**src/rtl/mha_fixp_pkg.sv**
```systemverilog
// Shared fixed-point definitions for the multi-head attention datapath.
// Holds the default data/fraction widths, the 1.0 and max-positive
// constants, the fixed-point element type and the softmax normaliser
// state encoding.
package mha_fixp_pkg;

  localparam int D_W      = 16;
  localparam int FRAC_BIT = 13;

  localparam logic [D_W-1:0] FIXP_ONE = D_W'(1) << FRAC_BIT;
  localparam logic [D_W-1:0] FIXP_MAX = {1'b0, {(D_W-1){1'b1}}};

  typedef logic signed [D_W-1:0] fixp_t;

  typedef enum logic [0:0] {
    LOAD  = 1'b0,
    DRAIN = 1'b1
  } norm_state_e;

endpackage

```
**src/rtl/div_fast.sv**
```systemverilog
// Combinational fixed-point divider: quotient = (dividend << FRAC_BIT) / divisor,
// signed, truncated toward zero, narrowed back to D_W bits keeping the sign.
// Ports:
//   i_dividend  in  D_W  signed fixed-point numerator
//   i_divisor   in  D_W  signed fixed-point denominator
//   o_quotient  out D_W  signed fixed-point quotient
module div_fast #(
  parameter int D_W      = 16,
  parameter int FRAC_BIT = 13
) (
  input  logic [D_W-1:0] i_dividend,
  input  logic [D_W-1:0] i_divisor,
  output logic [D_W-1:0] o_quotient
);

  localparam int Q_W = D_W + FRAC_BIT;

  logic signed [Q_W-1:0] num_s;
  logic signed [Q_W-1:0] den_s;
  logic signed [Q_W-1:0] q_full_s;
  logic                  unused_q_bits_s;

  // Sign-extend, scale the numerator, divide; a zero divisor yields zero
  // so the output is always defined.
  always_comb begin
    num_s = {{FRAC_BIT{i_dividend[D_W-1]}}, i_dividend} <<< FRAC_BIT;
    den_s = {{FRAC_BIT{i_divisor[D_W-1]}}, i_divisor};
    if (den_s == '0) begin
      q_full_s = '0;
    end else begin
      q_full_s = num_s / den_s;
    end
    o_quotient = {q_full_s[Q_W-1], q_full_s[D_W-2:0]};
  end

  // The middle quotient bits are intentionally dropped by the narrowing.
  assign unused_q_bits_s = ^q_full_s[Q_W-2:D_W-1];

endmodule

```
**src/rtl/softmax_norm_seq.sv**
```systemverilog
// Softmax normalisation stage: buffers one row of non-negative exponent
// values while accumulating their saturating sum, then streams each
// buffered element through div_fast to emit exp_i / sum in input order.
// Ports:
//   I_CLK, I_RST_N     clock (rising) and async active-low reset
//   I_VALID/O_READY    upstream element handshake, I_DATA element
//   O_VALID/I_READY    downstream handshake, O_DATA normalised value
//   O_LAST             final element of the row (qualified by O_VALID)
//   O_SAT              row sum saturated, stable through the drain
module softmax_norm_seq
  import mha_fixp_pkg::*;
#(
  parameter int D_W      = mha_fixp_pkg::D_W,
  parameter int FRAC_BIT = mha_fixp_pkg::FRAC_BIT,
  parameter int ROW_LEN  = 8
) (
  input  logic           I_CLK,
  input  logic           I_RST_N,
  input  logic           I_VALID,
  output logic           O_READY,
  input  logic [D_W-1:0] I_DATA,
  output logic           O_VALID,
  input  logic           I_READY,
  output logic [D_W-1:0] O_DATA,
  output logic           O_LAST,
  output logic           O_SAT
);

  localparam int               PTR_W    = $clog2(ROW_LEN);
  localparam logic [PTR_W-1:0] LAST_IDX = PTR_W'(ROW_LEN - 1);
  localparam logic [D_W-1:0]   SUM_MAX  = {1'b0, {(D_W-1){1'b1}}};

  norm_state_e      state_q, state_d;
  logic [PTR_W-1:0] wr_ptr_q, wr_ptr_d;
  logic [PTR_W-1:0] rd_ptr_q, rd_ptr_d;
  logic [D_W-1:0]   sum_q, sum_d;
  logic             sat_q, sat_d;
  logic [D_W-1:0]   buf_q [ROW_LEN];
  logic [D_W-1:0]   buf_d [ROW_LEN];
  logic             o_valid_q, o_valid_d;
  logic [D_W-1:0]   o_data_q, o_data_d;
  logic             o_last_q, o_last_d;

  logic             accept_s;
  logic             load_s;
  logic             done_s;
  logic [D_W-1:0]   clamp_s;
  logic [D_W:0]     sum_ext_s;
  logic [D_W-1:0]   quot_s;

  div_fast #(
    .D_W      (D_W),
    .FRAC_BIT (FRAC_BIT)
  ) u_div (
    .i_dividend (buf_q[rd_ptr_q]),
    .i_divisor  (sum_q),
    .o_quotient (quot_s)
  );

  // Next-state, datapath and handshake decode for the LOAD/DRAIN sequencer.
  always_comb begin
    state_d   = state_q;
    wr_ptr_d  = wr_ptr_q;
    rd_ptr_d  = rd_ptr_q;
    sum_d     = sum_q;
    sat_d     = sat_q;
    buf_d     = buf_q;
    o_valid_d = o_valid_q;
    o_data_d  = o_data_q;
    o_last_d  = o_last_q;

    accept_s  = (state_q == LOAD) && I_VALID;
    clamp_s   = I_DATA[D_W-1] ? '0 : I_DATA;
    sum_ext_s = {1'b0, sum_q} + {1'b0, clamp_s};
    // A pending last element means the row is exhausted: no further loads.
    load_s    = (state_q == DRAIN) && (!o_valid_q || I_READY) && !(o_valid_q && o_last_q);
    done_s    = (state_q == DRAIN) && o_valid_q && o_last_q && I_READY;

    case (state_q)
      LOAD: begin
        if (accept_s) begin
          buf_d[wr_ptr_q] = clamp_s;
          if (sum_ext_s > {1'b0, SUM_MAX}) begin
            sum_d = SUM_MAX;
            sat_d = 1'b1;
          end else begin
            sum_d = sum_ext_s[D_W-1:0];
          end
          if (wr_ptr_q == LAST_IDX) begin
            wr_ptr_d = '0;
            state_d  = DRAIN;
          end else begin
            wr_ptr_d = wr_ptr_q + PTR_W'(1);
          end
        end else begin
          wr_ptr_d = wr_ptr_q;
        end
      end
      DRAIN: begin
        if (load_s) begin
          // An all-zero row gives a zero sum; bypass the divider entirely.
          o_data_d  = (sum_q == '0) ? '0 : quot_s;
          o_last_d  = (rd_ptr_q == LAST_IDX);
          o_valid_d = 1'b1;
          rd_ptr_d  = rd_ptr_q + PTR_W'(1);
        end else if (done_s) begin
          o_valid_d = 1'b0;
          o_last_d  = 1'b0;
          state_d   = LOAD;
          sum_d     = '0;
          sat_d     = 1'b0;
          rd_ptr_d  = '0;
        end else begin
          o_valid_d = o_valid_q;
        end
      end
      default: begin
        state_d = LOAD;
      end
    endcase
  end

  // State and datapath registers with asynchronous reset.
  always_ff @(posedge I_CLK or negedge I_RST_N) begin
    if (!I_RST_N) begin
      state_q   <= LOAD;
      wr_ptr_q  <= '0;
      rd_ptr_q  <= '0;
      sum_q     <= '0;
      sat_q     <= 1'b0;
      o_valid_q <= 1'b0;
      o_data_q  <= '0;
      o_last_q  <= 1'b0;
      for (int i = 0; i < ROW_LEN; i++) begin
        buf_q[i] <= '0;
      end
    end else begin
      state_q   <= state_d;
      wr_ptr_q  <= wr_ptr_d;
      rd_ptr_q  <= rd_ptr_d;
      sum_q     <= sum_d;
      sat_q     <= sat_d;
      o_valid_q <= o_valid_d;
      o_data_q  <= o_data_d;
      o_last_q  <= o_last_d;
      buf_q     <= buf_d;
    end
  end

  assign O_READY = (state_q == LOAD);
  assign O_VALID = o_valid_q;
  assign O_DATA  = o_data_q;
  assign O_LAST  = o_last_q;
  assign O_SAT   = sat_q;

endmodule

```
**config.mk**
```make
export PLATFORM = sky130hd
export DESIGN_NAME = softmax_norm_seq
export DESIGN_NICKNAME = d
export VERILOG_FILES = /design/src/rtl/mha_fixp_pkg.sv /design/src/rtl/div_fast.sv /design/src/rtl/softmax_norm_seq.sv
export SDC_FILE = /design/constraint.sdc
export NUM_CORES = 1
export LEC_CHECK = 0
export BUFFER_PORTS_ARGS = -buffer_cell sky130_fd_sc_hd__buf_2
export CAP_MARGIN = 10
export CORE_MARGIN = 4
export CORE_UTILIZATION = 45
export DETAILED_ROUTE_END_ITERATION = 8
export GPL_TIMING_DRIVEN = 0
export HOLD_SLACK_MARGIN = 0.08
export PLACE_DENSITY_LB_ADDON = 0.05
export RECOVER_POWER = 50
export SLEW_MARGIN = 15
export SYNTH_ARGS = -nofsm -noshare
export SYNTH_HDL_FRONTEND = slang
export SYNTH_SLANG_ARGS = --single-unit
```
**constraint.sdc**
```tcl
create_clock -name I_CLK -period 161.5 [get_ports I_CLK]
set_input_delay 16.15 -clock I_CLK [delete_from_list [all_inputs] [get_ports I_CLK]]
set_output_delay 16.15 -clock I_CLK [all_outputs]
set_load 0.02 [all_outputs]
```
==> impl_metrics.json, run 1 <==
{
  "drv_cap": 2,
  "dr.pass1.iters": 6,
  "antenna_found_initial": 2,
  "vias_per_cell": 6.366,
  "finalSetupViolCount": 0,
  "grt_pass1_wl_um": 197300,
  "wirelength_um": 131100,
  "path_clk_slew_ns": 0.09,
  "global_route.overflow_total": 0,
  "drt_iter0_drc": 4143,
  "die_h_um": 278.5,
  "port_buffers": 39,
  "crit_cells": 286,
  "fin_tns_setup_ns": 0,
  "die_area_um2": 77590,
  "finalNetCount": 5140,
  "drc": 0,
  "path_buf_inv": 55,
  "grt.busiest_layer": "met2",
  "post_cts_buffers": 0,
  "initial_core_util_pct": 45.76,
  "synth_edf_count": 0,
  "use_met1_pct": 47.72,
  "die_w_um": 278.5,
  "end_kind": "flip-flop",
  "synth-seq-cells": 162,
  "fin_crit_ns": 91.48,
  "met2_usage_pct": 48.73,
  "failed_checks": "capacitance limit, slew limit",
  "hold-worst-slack_ns": 0.4790,
  "drv_slew": 165,
  "cts_resized": 0,
  "grt_max_degree": 87,
  "area_growth_pct": 8.764,
  "crit_family": "compound AO/OA/AOI/OAI gates",
  "rsz0062_at_grt": "no",
  "num_rows": 98,
  "clk_path_buf_depth": 2,
  "clkLatencyLatePin_ns": 0.47,
  "reg2reg_depth": 286,
  "insertedDiodeCount": 0,
  "cts_buffers": 17,
  "worstSetupPathType": "flip-flop to flip-flop",
  "final.fill_count": 7303,
  "grt_pass1_vias": 32660,
  "final_cell_count_no_fill": 5637,
  "cp_common_cell": "clkbuf_1",
  "timing.final.crit_share_pct": 56.64,
  "cts_hold_buf": 0,
  "startpoint_type": "flip-flop",
  "crit_path_max_fanout": 14,
  "pin_count": 40,
  "cts-htree-levels": 4,
  "cts.sinks": 162,
  "cts_tree": "yes",
  "final_antenna_net_count": 0,
  "avgSynthCellArea_um2": 7.313,
  "skew_ns": 0.01603,
  "outcome": "finished with violations",
  "synth-main-ff-cell": "dfrtp_1",
  "gp_congestion": 0.9851,
  "hold_violations": 0,
  "drive_above_1_share_pct": 6.081,
  "dp_hpwl_um": 104700,
  "max_freq_ghz": 0.01093,
  "seq_area_frac_synth_pct": 12.31,
  "use_met3_pct": 5.134,
  "hp-class": "flip-flop to flip-flop",
  "vias": 35890,
  "whs_path_depth": 2,
  "wire_per_inst_um": 23.26,
  "crit_path_max_incr_delay_ns": 0.95,
  "async_flop_share_pct": 100.0,
  "grt_use_total_pct": 32.23,
  "slew_headroom_pct": -208.4,
  "required_ns": 161.83,
  "syn_area_um2": 32940,
  "ys_warn_count": 0,
  "cts-root-buf": "clkbuf_16",
  "cpMaxStageDelayCell": "nor4_2",
  "critPathArrivalTime_ns": 91.81,
  "synthCells": 4504,
  "yosysUniqueCellTypes": 99,
  "dpl.cell_count": 5605,
  "worst_pin_slew_ns": 4.626,
  "core_um2": 71980
}
## path summary, 6_finish.rpt
kind / from / to / slack (ns)
worst max-delay path: sum_q[0] / O_DATA[15] / 70.02
worst min-delay path: O_DATA[15] / O_DATA[15] / 0.48
worst max register to register: sum_q[0] / O_DATA[15] / 70.02
worst min register to register: O_DATA[15] / O_DATA[15] / 0.48
max in group asynchronous: I_RST_N / sum_q[3] / 138.22
min in group asynchronous: I_RST_N / buf_q[108] / 17.26
## sequential cells by signal, indices dropped and copies added (netlist names)
register  flops
state_q       1
O_DATA       16
wr_ptr_q      3
O_VALID       1
rd_ptr_q      3
sum_q        16
O_LAST        1
buf_q       120
O_SAT         1
## worst reg2reg max path, delay by kind of cell, from the launching register on
| family | cells | cell delay [ns] |
|---|---|---|
| compound gates | 136 | 41.90 |
| buf+inv | 55 | 22.55 |
| simple gates | 62 | 15.05 |
| fa+ha+maj | 29 | 9.71 |
| mux | 3 | 1.27 |
| flops | 1 | 0.66 |
| xor+xnor | 1 | 0.18 |
## final cells by class
type,instances,area [um2],share of cell area (%)
clock buffer,17,425.4,1.187
sequential,162,4054,11.32
inverter,162,608.1,1.697
buffer,156,624.3,1.743
clock inverter,15,196.4,0.5483
timing repair buffer,61,620.6,1.732
tap,950,1189,3.318
multi-input combinational,4114,28110,78.46
## Yosys cell counts, types with 111 or more instances
cell	number	area, um2
a21o_1	165	1239
a21oi_1	366	1832
clkbuf_1	132	495.5
dfrtp_1	162	4054
ha_1	444	5555
inv_1	161	604.3
nand2_1	553	2076
nor2_1	377	1415
nor3_1	114	570.6
o21a_1	111	833.3
o21ai_0	399	1997
xnor2_1	197	1725
## per-stage QoR
stage	setup slack [ns]	instance area, um2	util, %
floorplan	97.24	33280	-
global placement	69.70	34660	48.15
detailed placement	72.97	35240	48.96
CTS	72.57	35860	49.82
global route	65.53	35820	49.77
finish	70.02	35820	49.77
## kinds of logic after synthesis
kind of cell	count (synthesis)	synth area share (%)
compound gates	1615	32.12
simple gates	1537	21.77
fa+ha+maj	446	16.99
buf+inv	318	3.727
xor+xnor	303	8.057
flops	162	12.31
mux	121	5.010
other cells	2	0.02280
## layer usage
layer / wire (um) / vias to the layer above / share of wire (%)
li1: - / 17110 / -
met4: 3702 / 0 / 2.8
met1: 60650 / 17060 / 46
met2: 55300 / 1510 / 42
met3: 11450 / 205 / 8.7
met5: 0 / - / 0
## cells in the final DEF, fill, tap and decap left out, drive strengths merged, types with 50 or more instances in the layout
cell type	n
or3	50
dfrtp	162
xor2	106
ha	444
nand2	553
a21oi	368
inv	170
nand2b	67
clkbuf	152
conb	92
mux2	51
xnor2	197
nand3	103
nor2b	57
a21o	165
buf	82
a31oi	78
o21ai	408
o21a	111
nor3	114
nor2	379
Power of run 1 is left out: the tool's default activity adds up to more than one toggle a clock period on the data nets, which glitch-free logic cannot reach.
==> run 2: changes to the inputs <==
Clock period 161.5 ns to 81.9 ns, I/O delays scaled along.
==> impl_metrics.json, run 2 (same netlist as run 1, synthesis figures left out) <==
{
  "max_freq_ghz": 0.01277,
  "drt_iter0_drc": 4314,
  "drive_above_1_share_pct": 8.132,
  "die_w_um": 278.5,
  "wirelength_um": 131300,
  "vias_per_cell": 6.382,
  "pin_count": 40,
  "largest_reg_flops": 120,
  "clkLatencyLatePin_ns": 0.46,
  "timing.final.crit_share_pct": 95.62,
  "final.fill_count": 7280,
  "worstSetupPathType": "flip-flop to flip-flop",
  "dr.pass1.iters": 7,
  "finalNetCount": 5138,
  "gp_congestion": 0.9851,
  "area_growth_pct": 9.747,
  "cpMaxStageDelayCell": "o21ai_0",
  "end_kind": "flip-flop",
  "outcome": "finished with violations",
  "slew_headroom_pct": -209.2,
  "final_antenna_net_count": 0,
  "final_common_cell": "nand2_1",
  "crit_path_max_fanout": 14,
  "grt_max_degree": 87,
  "mostFrequentLayoutCells": "nand2_1, ha_1, o21ai_0",
  "fin_crit_ns": 78.31,
  "drc": 0,
  "die_area_um2": 77590,
  "grt_use_total_pct": 32.24,
  "wire_per_inst_um": 23.30,
  "grt_pass1_wl_um": 197500,
  "drv_slew": 165,
  "initial_core_util_pct": 45.76,
  "crit_family": "compound AO/OA/AOI/OAI gates",
  "skew_ns": 0.01816,
  "cts-root-buf": "clkbuf_16",
  "dpl.cell_count": 5605,
  "final_cell_count_no_fill": 5636,
  "path_buf_inv": 51,
  "worst_pin_slew_ns": 4.638,
  "global_route.overflow_total": 0,
  "dp_hpwl_um": 104700,
  "die_h_um": 278.5,
  "hold_violations": 0,
  "antenna_found_initial": 2,
  "failed_checks": "capacitance limit, slew limit",
  "clk_path_buf_depth": 2,
  "drv_cap": 2,
  "port_buffers": 39,
  "cp_common_cell": "ha_1",
  "grt_pass1_vias": 32700,
  "cts_buffers": 17,
  "startpoint_type": "flip-flop",
  "core_um2": 71980,
  "cts.sinks": 162,
  "hp-class": "flip-flop to flip-flop",
  "num_rows": 98,
  "crit_path_max_incr_delay_ns": 0.80,
  "cts_tree": "yes",
  "critPathArrivalTime_ns": 78.65,
  "cts_hold_buf": 0,
  "cts-htree-levels": 4,
  "required_ns": 82.24,
  "top_register": "buf_q",
  "finalSetupViolCount": 0,
  "path_clk_slew_ns": 0.10,
  "vias": 35970
}
## run 2: final cells by class
class | count | area (um2) | area share (%)
repair buffers | 63 | 635.6 | 1.758
multi-input cells | 4114 | 28360 | 78.45
diodes | 1 | 2.502 | 0.006923
clock buffers | 17 | 425.4 | 1.177
clock inverters | 15 | 196.4 | 0.5434
flip-flops and latches | 162 | 4055 | 11.22
plain buffers | 152 | 678.2 | 1.876
inverters | 162 | 608.1 | 1.682
well taps | 950 | 1189 | 3.288
## run 2: path summary, 6_finish.rpt
kind                            depth (start not counted)    endpoint  slack, ns  startpoint
worst max register to register                        279  O_DATA[12]       3.59    sum_q[0]
worst min register to register                          2  O_DATA[15]       0.48  O_DATA[15]
max in group asynchronous                               2    sum_q[3]      66.55     I_RST_N
min in group asynchronous                               1  buf_q[108]       9.31     I_RST_N
worst max-delay path                                  279  O_DATA[12]       3.59    sum_q[0]
worst min-delay path                                    2  O_DATA[15]       0.48  O_DATA[15]
## run 2: worst register-to-register path, delay by kind of cell (launching register included)
kind | cells | cell delay [ns]
buffers and inverters | 51 | 13.72
multiplexers | 3 | 1.21
AO/OA/AOI/OAI | 136 | 38.77
XOR/XNOR | 1 | 0.23
AND/OR/NAND/NOR | 59 | 14.84
adder cells (fa/ha/maj) | 29 | 8.99
flip-flops | 1 | 0.52
## run 2: timing repair
item / in CTS / in global routing
cloned: 0 / 0
gates resized for setup: 54 / 87
setup endpoints to repair: 16 / 16
pin swaps: 1 / 1
setup buffers: 1 / 1
## run 2: metrics by stage
| step | utilization, % | cell area [um2] | TNS (ns) | hold slack, ns | worst slack, ns |
|---|---|---|---|---|---|
| 6_report | 50.22 | 36150 | 0 | 0.4796 | 3.586 |
| 5_1_grt | 50.22 | 36150 | -0.01724 | 0.5016 | -0.01724 |
| 4_1_cts | 50.02 | 36000 | 0 | 0.4830 | 0.1227 |
| 3_5_place_dp | 48.96 | 35240 | -98.47 | 0.4642 | -6.630 |
| 3_3_place_gp | 48.15 | 34660 | -150.56 | 0.4558 | -9.901 |
| 2_1_floorplan | - | 33280 | 0 | 0.4446 | 17.64 |
## run 2: metal layers
| metal | part of all wire, % | GRT usage (%) |
|---|---|---|
| met5 | 0 | 0 |
| met4 | 2.8 | 7.980 |
| met3 | 8.6 | 4.849 |
| met2 | 42 | 48.90 |
| met1 | 46 | 47.84 |
Power of run 2 is left out for the same reason.
